<file path="src/rtl/sprite_blitter.sv">
// Multi-channel sprite blitter: optional background clear, then per-channel ROM-sourced
// drawing with colour-key transparency and screen clipping. BLITTER_MIRROR_EN adds ch_flip.
module sprite_blitter #(
    parameter int                NUM_CH   = 4,
    parameter int                SCREEN_W = 640,
    parameter int                SCREEN_H = 480,
    parameter int                PIX_W    = 8,
    parameter int                FB_AW    = 19,
    parameter int                DIM_W    = 7,
    parameter int                ROM_AW   = 16,
    parameter logic [PIX_W-1:0]  TRANSP   = 8'hE3
) (
    input  logic                     Clk,
    input  logic                     Reset,
    input  logic                     start,
    input  logic                     clear_req,
    input  logic [PIX_W-1:0]         bg_color,
    input  logic [NUM_CH-1:0]        ch_en,
    input  logic [NUM_CH*10-1:0]     ch_x,
    input  logic [NUM_CH*10-1:0]     ch_y,
    input  logic [NUM_CH*DIM_W-1:0]  ch_w,
    input  logic [NUM_CH*DIM_W-1:0]  ch_h,
    input  logic [NUM_CH*ROM_AW-1:0] ch_base,
`ifdef BLITTER_MIRROR_EN
    input  logic [NUM_CH-1:0]        ch_flip,
`endif
    output logic [ROM_AW-1:0]        rom_addr,
    input  logic [PIX_W-1:0]         rom_data,
    output logic [FB_AW-1:0]         fb_wraddr,
    output logic [PIX_W-1:0]         fb_data,
    output logic                     fb_we,
    output logic                     busy,
    output logic                     done
);
    localparam logic [2:0] S_IDLE  = 3'd0;
    localparam logic [2:0] S_CLEAR = 3'd1;
    localparam logic [2:0] S_LOAD  = 3'd2;
    localparam logic [2:0] S_DRAW  = 3'd3;
    localparam logic [2:0] S_DRAIN = 3'd4;
    localparam logic [2:0] S_NEXT  = 3'd5;
    localparam logic [2:0] S_DONE  = 3'd6;

    localparam int CH_W = (NUM_CH > 1) ? $clog2(NUM_CH) : 1;
    localparam logic [FB_AW-1:0] CLR_LAST = FB_AW'(SCREEN_W*SCREEN_H - 1);

    logic [2:0]                       state;
    logic [CH_W-1:0]                  ch;
    logic [PIX_W-1:0]                 bg_q;
    logic [NUM_CH-1:0]                en_q, flip_q;
    logic [NUM_CH-1:0][9:0]           x_q, y_q;
    logic [NUM_CH-1:0][DIM_W-1:0]     w_q, h_q;
    logic [NUM_CH-1:0][ROM_AW-1:0]    base_q;
    logic [FB_AW-1:0]                 clr_addr;
    logic [DIM_W-1:0]                 row, col;
    logic [ROM_AW-1:0]                row_off;
    logic                             s2_vld, s2_on;
    logic [FB_AW-1:0]                 s2_addr;

`ifndef BLITTER_MIRROR_EN
    assign flip_q = '0;
`endif

    logic              cur_en, cur_flip, last_col, last_row;
    logic [9:0]        cur_x, cur_y;
    logic [DIM_W-1:0]  cur_w, cur_h;
    logic [ROM_AW-1:0] cur_base, col_first, col_next;
    logic [10:0]       xsum, ysum;

    assign cur_en   = en_q[ch];
    assign cur_flip = flip_q[ch];
    assign cur_x    = x_q[ch];
    assign cur_y    = y_q[ch];
    assign cur_w    = w_q[ch];
    assign cur_h    = h_q[ch];
    assign cur_base = base_q[ch];
    assign last_col = (col == cur_w - DIM_W'(1));
    assign last_row = (row == cur_h - DIM_W'(1));
    // ROM column offset; mirrored channels walk each row backwards
    assign col_first = cur_flip ? ROM_AW'(cur_w - DIM_W'(1)) : '0;
    assign col_next  = cur_flip ? ROM_AW'(cur_w - col - DIM_W'(2)) : ROM_AW'(col + DIM_W'(1));
    // 11-bit sums so off-screen coordinates can never wrap back on screen
    assign xsum = {1'b0, cur_x} + 11'(col);
    assign ysum = {1'b0, cur_y} + 11'(row);

    always_ff @(posedge Clk or posedge Reset) begin
        if (Reset) begin
            state    <= S_IDLE;
            ch       <= '0;
            bg_q     <= '0;
            en_q     <= '0;
            x_q      <= '0;
            y_q      <= '0;
            w_q      <= '0;
            h_q      <= '0;
            base_q   <= '0;
`ifdef BLITTER_MIRROR_EN
            flip_q   <= '0;
`endif
            clr_addr <= '0;
            row      <= '0;
            col      <= '0;
            row_off  <= '0;
            rom_addr <= '0;
            s2_vld   <= 1'b0;
            s2_on    <= 1'b0;
            s2_addr  <= '0;
        end else begin
            s2_vld  <= (state == S_DRAW);
            s2_on   <= (xsum < 11'(SCREEN_W)) && (ysum < 11'(SCREEN_H));
            s2_addr <= FB_AW'(32'(ysum) * 32'(SCREEN_W) + 32'(xsum));
            case (state)
                S_IDLE: if (start) begin
                    bg_q     <= bg_color;
                    en_q     <= ch_en;
                    x_q      <= ch_x;
                    y_q      <= ch_y;
                    w_q      <= ch_w;
                    h_q      <= ch_h;
                    base_q   <= ch_base;
`ifdef BLITTER_MIRROR_EN
                    flip_q   <= ch_flip;
`endif
                    ch       <= '0;
                    clr_addr <= '0;
                    state    <= clear_req ? S_CLEAR : S_LOAD;
                end
                S_CLEAR: begin
                    clr_addr <= clr_addr + FB_AW'(1);
                    if (clr_addr == CLR_LAST) state <= S_LOAD;
                end
                S_LOAD: begin
                    if (!cur_en || cur_w == '0 || cur_h == '0) begin
                        state <= S_NEXT;
                    end else begin
                        row      <= '0;
                        col      <= '0;
                        row_off  <= '0;
                        rom_addr <= cur_base + col_first;
                        state    <= S_DRAW;
                    end
                end
                S_DRAW: begin
                    if (last_col) begin
                        if (last_row) begin
                            state <= S_DRAIN;
                        end else begin
                            col      <= '0;
                            row      <= row + DIM_W'(1);
                            row_off  <= row_off + ROM_AW'(cur_w);
                            rom_addr <= cur_base + row_off + ROM_AW'(cur_w) + col_first;
                        end
                    end else begin
                        col      <= col + DIM_W'(1);
                        rom_addr <= cur_base + row_off + col_next;
                    end
                end
                S_DRAIN: state <= S_NEXT;
                S_NEXT: begin
                    ch    <= ch + CH_W'(1);
                    state <= (ch == CH_W'(NUM_CH - 1)) ? S_DONE : S_LOAD;
                end
                S_DONE:  state <= S_IDLE;
                default: state <= S_IDLE;
            endcase
        end
    end

    // Write port is decoded from registered state so reset kills it immediately
    assign fb_we     = (state == S_CLEAR) || (s2_vld && s2_on && rom_data != TRANSP);
    assign fb_wraddr = (state == S_CLEAR) ? clr_addr : s2_addr;
    assign fb_data   = (state == S_CLEAR) ? bg_q : (s2_vld ? rom_data : '0);
    assign busy      = (state != S_IDLE) && (state != S_DONE);
    assign done      = (state == S_DONE);

endmodule

</file>
<file path="config.mk">
export PLATFORM = sky130hd
export DESIGN_NAME = sprite_blitter
export DESIGN_NICKNAME = d
export VERILOG_FILES = /design/src/rtl/sprite_blitter.sv
export SDC_FILE = /design/constraint.sdc
export NUM_CORES = 1
export LEC_CHECK = 0
export ABC_AREA = 1
export CAP_MARGIN = 20
export CORE_AREA = 2 2 200 163
export CTS_CLUSTER_DIAMETER = 50
export DETAILED_ROUTE_END_ITERATION = 6
export DIE_AREA = 0 0 202 165
export PLACE_DENSITY = 0.84
export REMOVE_ABC_BUFFERS = 1
export SETUP_SLACK_MARGIN = 0.3
export SLEW_MARGIN = 10
export SYNTH_ARGS = -nofsm -noshare
export SYNTH_HDL_FRONTEND = slang
export SYNTH_SLANG_ARGS = --single-unit
</file>
<file path="constraint.sdc">
create_clock -name Clk -period 30.2 [get_ports Clk]
set_clock_uncertainty 0.05 [all_clocks]
set_input_delay 7.55 -clock Clk [delete_from_list [all_inputs] [get_ports Clk]]
set_output_delay 7.55 -clock Clk [all_outputs]
set_load 0.01 [all_outputs]
</file>
# After elaboration in Yosys (flattened, before gate mapping)
# Index checks and enable logic that the tools add are counted.
[totals]
regBits = 303
out_inout_bits = 46
inputBits = 224
[op_classes]
mux = 46
n_lt_le_gt_ge = 3
mul = 1
eq_ne = 19
addsub = 19
n_reduce_logical = 21
[ops]
columns = ["cell", "count"]
rows = [
  ["16-bit two-way mux", 9],
  ["16-bit adder", 4],
  ["16-bit one-hot mux with 2 select lines", 2],
  ["7-bit two-way mux", 7],
  ["10-bit binary-select mux with 2-bit select", 2],
  ["19-bit two-way mux", 2],
  ["19-bit one-hot mux with 2 select lines", 1],
  ["16-bit by 7-bit adder with 16-bit output", 2],
  ["16-bit binary-select mux with 2-bit select", 1],
  ["7-bit binary-select mux with 2-bit select", 2],
  ["7-bit one-hot mux with 2 select lines", 2],
  ["10-bit by 7-bit adder with 11-bit output", 2],
  ["10-bit two-way mux", 2],
  ["19-bit by 1-bit adder with 19-bit output (second input constant)", 1],
  ["19-bit by 11-bit adder with 19-bit output", 1],
  ["19-bit equality test (second input constant)", 1],
  ["3-bit two-way mux", 6],
  ["3-bit one-hot mux with 6 select lines", 1],
  ["8-bit two-way mux", 2],
  ["7-bit by 1-bit adder with 7-bit output (second input constant)", 2],
  ["7-bit equality test", 2],
  ["7-bit zero test", 2],
  ["7-bit by 1-bit subtractor with 7-bit output (second input constant)", 2],
  ["11-bit by 3-bit multiplier with 12-bit output (second input constant)", 1],
  ["28 further kinds", 50],
]

# Depth between registers and ports, before layout
# Gate-level depths: netlist of run 1.
[depth]
word_depth = 8
ltp_mapped = 30
ltp_nobuf = 26

# Least setup slack after synthesis of run 1
# OpenSTA, ideal clock, no wires.
[synth_path]
path_kind = "input port to output port"
startpoint = "in rom_data[7]"
endpoint = "out fb_we"
path_slack_ns = 14.618
arrival_ns = 7.982
n_path_buf = 0
stages = 5
required_time_ns = 22.600
path_cell_list = "nand2_1 > nor3b_1 > nand4_1 > nand3_1 > nand2_1"
[synth_via]
elab_chain_len = 3
[synth_lines]
columns = ["element", "line", "rtl"]
rows = [
  ["start: declaration", "28", "input logic [PIX_W-1:0] rom_data,"],
  ["8-bit != test", "169", "assign fb_we = (state == S_CLEAR) || (s2_vld && s2_on && rom_data != TRANSP);"],
  ["1-bit logical AND", "169", ""],
  ["1-bit logical OR", "169", ""],
  ["end: declaration", "31", "output logic fb_we,"],
]
# No other way between the ends.

# Worst setup path in the final report of run 1
# Same ends and word-level chain as after synthesis.

==> results of run 1 <==
flip-flops by register name, summed over array words and instances, names as in the netlist, 19 cells and up:
signal and count:
base_q 64, clr_addr 19, h_q 28, s2_addr 19, w_q 28, x_q 40, y_q 40
where the power goes:
part / switching (uW) / internal (uW) / leakage, uW / total, uW
Sequential: 108 / 584 / 0.00384 / 692
Clock: 176 / 283 / 0.000610 / 460
Combinational: 1010 / 591 / 0.00667 / 1600
Total: 1290 / 1460 / 0.0111 / 2750
critical path, stage by stage:
cell             delay [ns]
clkdlybuf4s50_1        0.48
nand2_1                0.06
nor3b_1                0.29
nand4_1                0.13
nand3_1                0.09
nand2_1                0.05
clkdlybuf4s50_1        0.50
metrics by stage:
step / instance area (um2) / utilization, % / total power, uW
finish: 22100 / 70.9 / 2750
global route: 22100 / 70.9 / 2990
CTS: 22000 / 70.8 / 2740
detailed placement: 20800 / 66.7 / 2250
global placement: 20800 / 66.7 / 2200
floorplan: 17400 / - / 1800
cell usage in the layout (no fill, tap or decap), drive strengths merged, types with 4 or more instances in the layout:
cell type / n
nand2: 1006
dfrtp: 303
clkdlybuf4s50: 269
inv: 188
nor2: 178
o21ai: 164
nand3: 139
a21oi: 81
ha: 76
xor2: 66
clkbuf: 48
o22ai: 36
nor3: 22
xnor2: 17
buf: 13
or2: 12
nand4: 11
fa: 8
o211ai: 7
clkinv: 6
a31oi: 5
bufinv: 5
o21bai: 4
nand3b: 4
a32oi: 4
clkinvlp: 4
routing by layer:
| layer | share of wire [%] | GRT usage (%) | vias to the layer above |
|---|---|---|---|
| met3 | 7.1 | 4.62 | 81 |
| met4 | 2.0 | 8.26 | 2 |
| met1 | 46 | 43.0 | 7948 |
| met2 | 45 | 46.8 | 652 |
| met5 | 0.020 | 0 | - |
| li1 | - | - | 8223 |
synthesized netlist by cell type, types with 12 or more instances:
| master | n | share of area, % |
|---|---|---|
| or2_2 | 12 | 0.42 |
| ha_1 | 76 | 5.3 |
| a21oi_1 | 81 | 2.3 |
| nor3_1 | 21 | 0.59 |
| nand3_1 | 133 | 3.7 |
| inv_1 | 178 | 3.7 |
| clkbuf_1 | 75 | 1.6 |
| nor2_1 | 171 | 3.6 |
| xor2_1 | 66 | 3.2 |
| o22ai_1 | 31 | 1.1 |
| xnor2_1 | 17 | 0.83 |
| dfrtp_1 | 303 | 42 |
| nand2_1 | 999 | 21 |
| o21ai_0 | 157 | 4.4 |
cell families after synthesis:
group	count (synthesis)	share of synthesized area [%]
AND/OR/NAND/NOR	1379	31.2
adder cells (fa/ha/maj)	84	6.21
buffers and inverters	291	6.63
flip-flops	303	42.4
XOR/XNOR	83	4.06
multiplexers	2	0.112
AO/OA/AOI/OAI	307	9.38
worst paths after layout:
path | startpoint | end | cells after the start
max | rom_data[7] | fb_we | 7
min | base_q[38]$_DFFE_PP0P_ | base_q[38]$_DFFE_PP0P_ | 2
max reg2reg | ch[1]$_DFFE_PP0P_ | s2_addr[18]$_DFF_PP0_ | 21
min reg2reg | base_q[38]$_DFFE_PP0P_ | base_q[38]$_DFFE_PP0P_ | 2
max in group asynchronous | Reset | ch[0]$_DFFE_PP0P_ | 3
min in group asynchronous | Reset | bg_q[2]$_DFFE_PP0P_ | 2
cell type report:
class                   instances  area, um2  area share, %
multi-input cells            1855       9140           41.4
flip-flops and latches        303       7590           34.4
repair buffers                282       2810           12.7
clock buffers                  48       1030           4.65
inverters                     187        724           3.28
well taps                     420        526           2.38
clock inverters                16        241           1.09
diodes                          3       7.51         0.0340
==> results.toml, run 1 <==
[yosys]
synth-seq-cells = 303
synth-edff-count = 0
synth_cell_types = 49
netlist_area_mm2 = 0.0179
seq_area_frac_synth_pct = 42.4
synth_warnings = 0
synthArstFlopShare_pct = 100
synth_ff_type = "dfrtp_1"
syn-instance-count = 2449
syn_area_per_cell_um2 = 7.31

[sta]
setup_viol = 0
relSlewSlack_pct = 35.1
hold_violations = 0
rsz0062_at_grt = "false"
fin_crit_ns = 16.75
fin_hold_ws_ns = 0.424
final.setup.tns_ns = 0
fin_ws_ns = 13.45
timing.final.crit_share_pct = 55.5
max_freq_ghz = 0.0597
tightest_slew_ns = 0.974
final_max_slew_viol_count = 0

[cts]
cts_made_buffers = 35
clkSinkCount = 303
clk_latency_ns = 0.53
cts-root-buf = "clkbuf_16"
cts-resized-gates = 0
cts_buffer_depth = 3
cts_max_level = 2
ctsHoldBuffers = 0
clkSlewWorstSetupHoldPaths_ns = 0.06
cts_tree = "done"
cts_setup_buffers = 0

[global_routing]
grt_pass1_vias = 16000
grt_pass1_wl_um = 79900
grt_max_degree = 137
grt.overflow.total = 0
antenna_found_initial = 4
grtUsageTotal_pct = 29.7

[placed_design]
dp.cells = 3046
routabilityCongestion = 0.937
port_buffers = 269
pre_cts_ws_ns = 13.45
dp_hpwl_um = 34200

[layout]
nFillCells = 2457
drive_above_1_share_pct = 4.57
areaGrowthSynthToFinish_pct = 23.3
final_nets = 2972
layout.cells.non_filler = 3114

[worst_hold_path]
hold_class = "register to register"

[worst_setup_path]
critical_path.max_fanout = 2
cp-end-kind = "output port"
cp-start-kind = "input port"
rrSetupSlack_ns = 24.11
timing_worst_setup_path_type = "input port to output port"
arrival_ns = 9.15
crit_required_ns = 22.60

[detailed_routing]
drc_errors = 0
drtIter0Drc = 1447
dr.pass1.iters = 6
routed_wl_um = 49400
avgRoutedWirePerCell_um = 15.9
antenna_left = 0
vias = 16900
via_per_inst = 5.43

[floorplanning]
die_h_um = 165
num_io_pins = 270
die_w_um = 202
initial_core_util_pct = 57.5
coreArea_mm2 = 0.0311
dieArea_mm2 = 0.0333
rows = 58

[run]
maxCapViolCount = 0

[power_and_ir_drop]
p_leak_uw = 0.0111
peakVddDrop_mv = 0.0752
p_per_area_mw_per_mm2 = 125

[run_status]
outcome = "finished clean"
Power figures use the tool's default switching activity.
==> run 2, diff against run 1 <==
CORE_AREA = 2 2 215 175   (was 2 2 200 163)
DIE_AREA = 0 0 217 177   (was 0 0 202 165)
PLACE_DENSITY = 0.77   (was 0.84)
clock period = 13.6 ns   (was 30.2 ns; I/O delays follow)
==> run 2 against run 1 <==
- die area up 15%
- sequential share of layout area decreased by 0.062 points
- highest routed layer is now met4
- flip-flop and latch count unchanged
- setup slack worse by 8.1 ns
- register-to-register slack got worse by 16 ns
==> results.toml, run 2 (synthesis results as in run 1) <==
[sta]
rsz0062_at_grt = "false"
setup_viol = 0
relSlewSlack_pct = 32.6
tightest_slew_ns = 1.01
max_freq_ghz = 0.121
hold_violations = 0
fin_crit_ns = 8.28
timing.final.crit_share_pct = 60.9
fin_ws_ns = 5.32
final_max_slew_viol_count = 0
final.setup.tns_ns = 0

[global_routing]
grtUsageTotal_pct = 25.7
grt_max_degree = 133
grt.overflow.total = 0
antenna_found_initial = 0
grt_pass1_vias = 15900
grt_pass1_wl_um = 80200

[floorplanning]
rows = 63
die_h_um = 177
dieArea_mm2 = 0.0384
initial_core_util_pct = 49.1
die_w_um = 217
coreArea_mm2 = 0.0364
num_io_pins = 270

[worst_setup_path]
critical_path.max_fanout = 2
reg2reg_depth = 22
rrSetupSlack_ns = 7.75
critPathSlowestCell = "clkdlybuf4s50_1"
r2r_end = "s2_addr[18]$_DFF_PP0_"
regToRegStartpoint = "ch[0]$_DFFE_PP0P_"
critPathTopFamily = "buffers and inverters"
crit_buf_inv = 2
crit_required_ns = 10.15
critical-path-max-stage-delay_ns = 0.49
cp-start-kind = "input port"
timing_worst_setup_path_type = "input port to output port"
cp-end-kind = "output port"
arrival_ns = 4.83
crit_chain = "clkdlybuf4s50_1, nand2_1, nor3b_1, nand4_1, nand3_1, nand2_1, clkdlybuf4s50_1"

[worst_hold_path]
whs_path_depth = 2
min_from = "base_q[40]$_DFFE_PP0P_"
hold_class = "register to register"
min_to = "base_q[40]$_DFFE_PP0P_"

[placed_design]
routabilityCongestion = 0.883
dp_hpwl_um = 34500
pre_cts_ws_ns = 5.32
port_buffers = 269

[detailed_routing]
dr.pass1.iters = 5
routed_wl_um = 49800
antenna_left = 0
drtIter0Drc = 1616
vias = 16600
drc_errors = 0
via_per_inst = 5.22
avgRoutedWirePerCell_um = 15.7

[power_and_ir_drop]
comb_power_share_pct = 58.4
peakVddDrop_mv = 0.146
sw_frac_of_total_pct = 47.1
fin_total_pwr_uw = 6060
p_per_area_mw_per_mm2 = 274
p_leak_uw = 0.0111
power.switching_uw = 2860
seqPwrFrac_pct = 25.1
power_frac_clock_pct = 16.5
p_int_uw = 3200

[layout]
reg_top3 = "base_q x64, x_q x40, y_q x40"
final_nets = 2975
layout_common_cells = "998 x nand2_1, 301 x dfrtp_1, 269 x clkdlybuf4s50_1, 176 x inv_1, 171 x nor2_1"
drive_above_1_share_pct = 4.53
largest_reg_flops = 64
regMostFlops = "base_q"
final_core_util_pct = 60.7
mostFrequentLayoutCell = "nand2_1"
areaGrowthSynthToFinish_pct = 23.5
diodes = 0

[cts]
ctsHoldBuffers = 0
clkSinkCount = 303
cts-resized-gates = 0
clkSlewWorstSetupHoldPaths_ns = 0.06
cts-root-buf = "clkbuf_16"
clk_latency_ns = 0.54
cts_buffer_depth = 3
cts_made_buffers = 38
cts_setup_buffers = 0
cts_tree = "done"
cts_max_level = 2

[run]
maxCapViolCount = 0

[run_status]
outcome = "finished clean"
run 2: layer usage:
| layer | routed length, um | GRT usage [%] | share of wire [%] | up-vias |
|---|---|---|---|---|
| met5 | 0 | 0 | 0 | - |
| met4 | 972 | 6.48 | 2.0 | 0 |
| met3 | 3130 | 3.83 | 6.3 | 73 |
| met2 | 21900 | 39.9 | 44 | 551 |
| met1 | 23900 | 37.6 | 48 | 7744 |
| li1 | - | - | - | 8218 |
run 2: layout make-up:
class	count	area, um2
Clock buffer	48	1020
Tap cell	487	609
Clock inverter	18	213
Sequential cell	303	7590
Fill cell	3286	14300
Inverter	187	724
Multi-Input combinational cell	1855	9140
Timing Repair Buffer	282	2810
run 2: how the worst max path moves through the flow:
stage	startpoint	endpoint	slack [ns]	cells after the start
after floorplan	Reset	base_q[0]$_DFFE_PP0P_	1.78	1
after global placement	rom_data[0]	fb_we	5.28	7
after detailed placement	rom_data[7]	fb_we	5.32	7
after CTS	rom_data[0]	fb_we	5.32	7
after global routing	rom_data[0]	fb_we	5.24	7
final	rom_data[7]	fb_we	5.32	7
run 2: worst reg2reg max path: cells and delay by family (launching register included):
kind,cells,cell delay (ns)
compound gates,7,1.74
xor+xnor,3,0.77
fa+ha+maj,2,0.74
buf+inv,5,1.23
flops,1,0.74
simple gates,5,0.51
run 2: stage by stage:
stage | instances | hold WS [ns] | area [um2]
after floorplan | 2345 | 0.390 | 17400
after global placement | 3113 | 0.404 | 20800
after detailed placement | 3113 | 0.410 | 20800
after CTS | 3179 | 0.425 | 22100
after global routing | 3180 | 0.440 | 22100
final | 3180 | 0.424 | 22100
run 2: power by group through the flow:
stage | Combinational (uW) | Sequential (uW) | Clock [uW]
6_report | 3540 | 1520 | 999
5_1_grt | 3970 | 1570 | 1050
4_1_cts | 3510 | 1520 | 1020
3_5_place_dp | 3480 | 1530 | 0
3_3_place_gp | 3370 | 1520 | 0
2_1_floorplan | 2500 | 1500 | 0
==> RTL change, RTL diff (config.mk and constraints of run 2) <==
The parameter `TRANSP` goes from 8'hE3 to 8'h80.
--- a/src/rtl/sprite_blitter.sv
+++ b/src/rtl/sprite_blitter.sv
@@ -8,7 +8,7 @@
     parameter int                FB_AW    = 19,
     parameter int                DIM_W    = 7,
     parameter int                ROM_AW   = 16,
-    parameter logic [PIX_W-1:0]  TRANSP   = 8'hE3
+    parameter logic [PIX_W-1:0]  TRANSP   = 8'h80
 ) (
     input  logic                     Clk,
     input  logic                     Reset,
Behaviour: not the same (a bounded check fails within 4 cycles, from zero or initial values and one cycle with Reset high).
==> RTL change against run 2 <==
Setup slack got worse by 0.0013 ns. First-iteration DRC count shrank 12%. Wire length is 0.69% higher. Design area up 0.75%. Fmax barely moved. Combinational power is 12% lower. Area after synthesis grew 0.78%. Worst hold slack worse by 0.011 ns. Sequential cell count did not move. Sequential share of layout area is 0.25 points lower. Power is 6.2% lower. Largest cell class unchanged. Highest routed layer unchanged.
==> RTL change: results (changes against run 2) <==
Status
  – Status: complete, no violations (unchanged)

Yosys
  – Unique cell type count in the Yosys netlist: 47 (was 49)
  – Adder-cell share of the synthesized area: 6.16% (was 6.21%)
  – Mapped Cells: 2475 (was 2449)
  – Complex-gate fraction of the synthesized area: 9.30% (was 9.38%)
  – Post-synthesis sequential area ratio: 42.0% (was 42.4%)

Power
  – Worst IR Drop VDD: 0.000128 V (was 0.000146 V)
  – Leakage: 11.2 nW (was 11.1 nW)
  – Internal: 0.00309 W (was 0.00320 W)

Finish
  – Final nets: 3000 (was 2975)
  – Filler cells: 3276 (was 3286)
  – Fraction of layout cells with a size suffix above 1: 5.30% (was 4.53%)

Global routing
  – Largest net degree at the start of global routing: 185 (was 133)
  – First-pass GRT wire length: 80700 microns (was 80200 microns)
  – Vias in the first global route: 15800 (was 15900)
  – Antenna violations before repair: 2 (was 0)
  – Tot GR Track Use: 26.0% (was 25.7%)

Placed design
  – Pre-CTS setup slack: 5.34 ns (was 5.32 ns)
  – Placed Area: 20900 sq um (was 20800 sq um)
  – DP Wirelength: 35200 microns (was 34500 microns)

Drt
  – Via count: 16700 (was 16600)
  – DR pass1 iterations: 6 (was 5)
  – 1st-iter DRT viols: 1415 (was 1616)
  – Final wirelength: 50200 microns (was 49800 microns)
  – Via density: 5.21 (was 5.22)

Critical path
  – Flop2flop setup slack: 7.82 ns (was 7.75 ns)
  – R2R depth: 26 (was 22)
## RTL change: cell count changes after synthesis, sizes merged, moves of 5 or more
cell / change
clkbuf: -7
o21ai: -12
inv: +14
or2: +6
buf: +7
nor2: -14
nor3: -5
nand3: +6
nand2: +36
xor2: -7
## RTL change: cell families after synthesis
logic type / after synthesis
multiplexers: 2
buffers and inverters: 303
adder cells (fa/ha/maj): 84
flip-flops: 303
AO/OA/AOI/OAI: 299
AND/OR/NAND/NOR: 1410
XOR/XNOR: 74
## RTL change: worst max-delay path by stage
stage	startpoint	to	slack (ns)	depth (start not counted)
after floorplan	start	clr_addr[1]	-2.49	5
after global placement	rom_data[6]	fb_we	5.30	6
after detailed placement	rom_data[5]	fb_we	5.34	6
after CTS	rom_data[6]	fb_we	5.33	6
after global routing	rom_data[7]	fb_we	5.26	7
final	rom_data[5]	fb_we	5.32	6
## RTL change: stage by stage
| step | hold slack [ns] | TNS (ns) |
|---|---|---|
| global placement | 0.398 | 0 |
| CTS | 0.416 | 0 |
| floorplan | 0.387 | -464.06 |
| finish | 0.413 | 0 |
| global route | 0.422 | 0 |
| detailed placement | 0.403 | 0 |
## RTL change: worst max-delay path, delay by kind of cell
kind,cells,cell delay [ns]
buf+inv,2,0.95
simple gates,4,0.48
## RTL change: metal layers
layer / global-route usage [%] / up-vias / routed length, microns
met5: 0 / - / 0
met2: 40.9 / 487 / 22700
li1: - / 8306 / -
met4: 5.71 / 0 / 797
met3: 4.54 / 65 / 3110
met1: 37.6 / 7840 / 23600
## RTL change: final cells by class
type / count / area share (%)
well taps: 487 / 2.74
clock inverters: 16 / 0.809
clock buffers: 53 / 5.12
flip-flops and latches: 303 / 34.1
diodes: 1 / 0.0112
multi-input cells: 1869 / 41.3
repair buffers: 279 / 12.5
inverters: 199 / 3.42
## RTL change: power by group through the flow
stage                     Combinational, W  Sequential, W  Clock, W
after floorplan                    0.00219        0.00150         0
after global placement             0.00300        0.00152         0
after detailed placement           0.00308        0.00154         0
after CTS                          0.00311        0.00152   0.00107
after global routing               0.00352        0.00157   0.00111
final                              0.00311        0.00153   0.00105
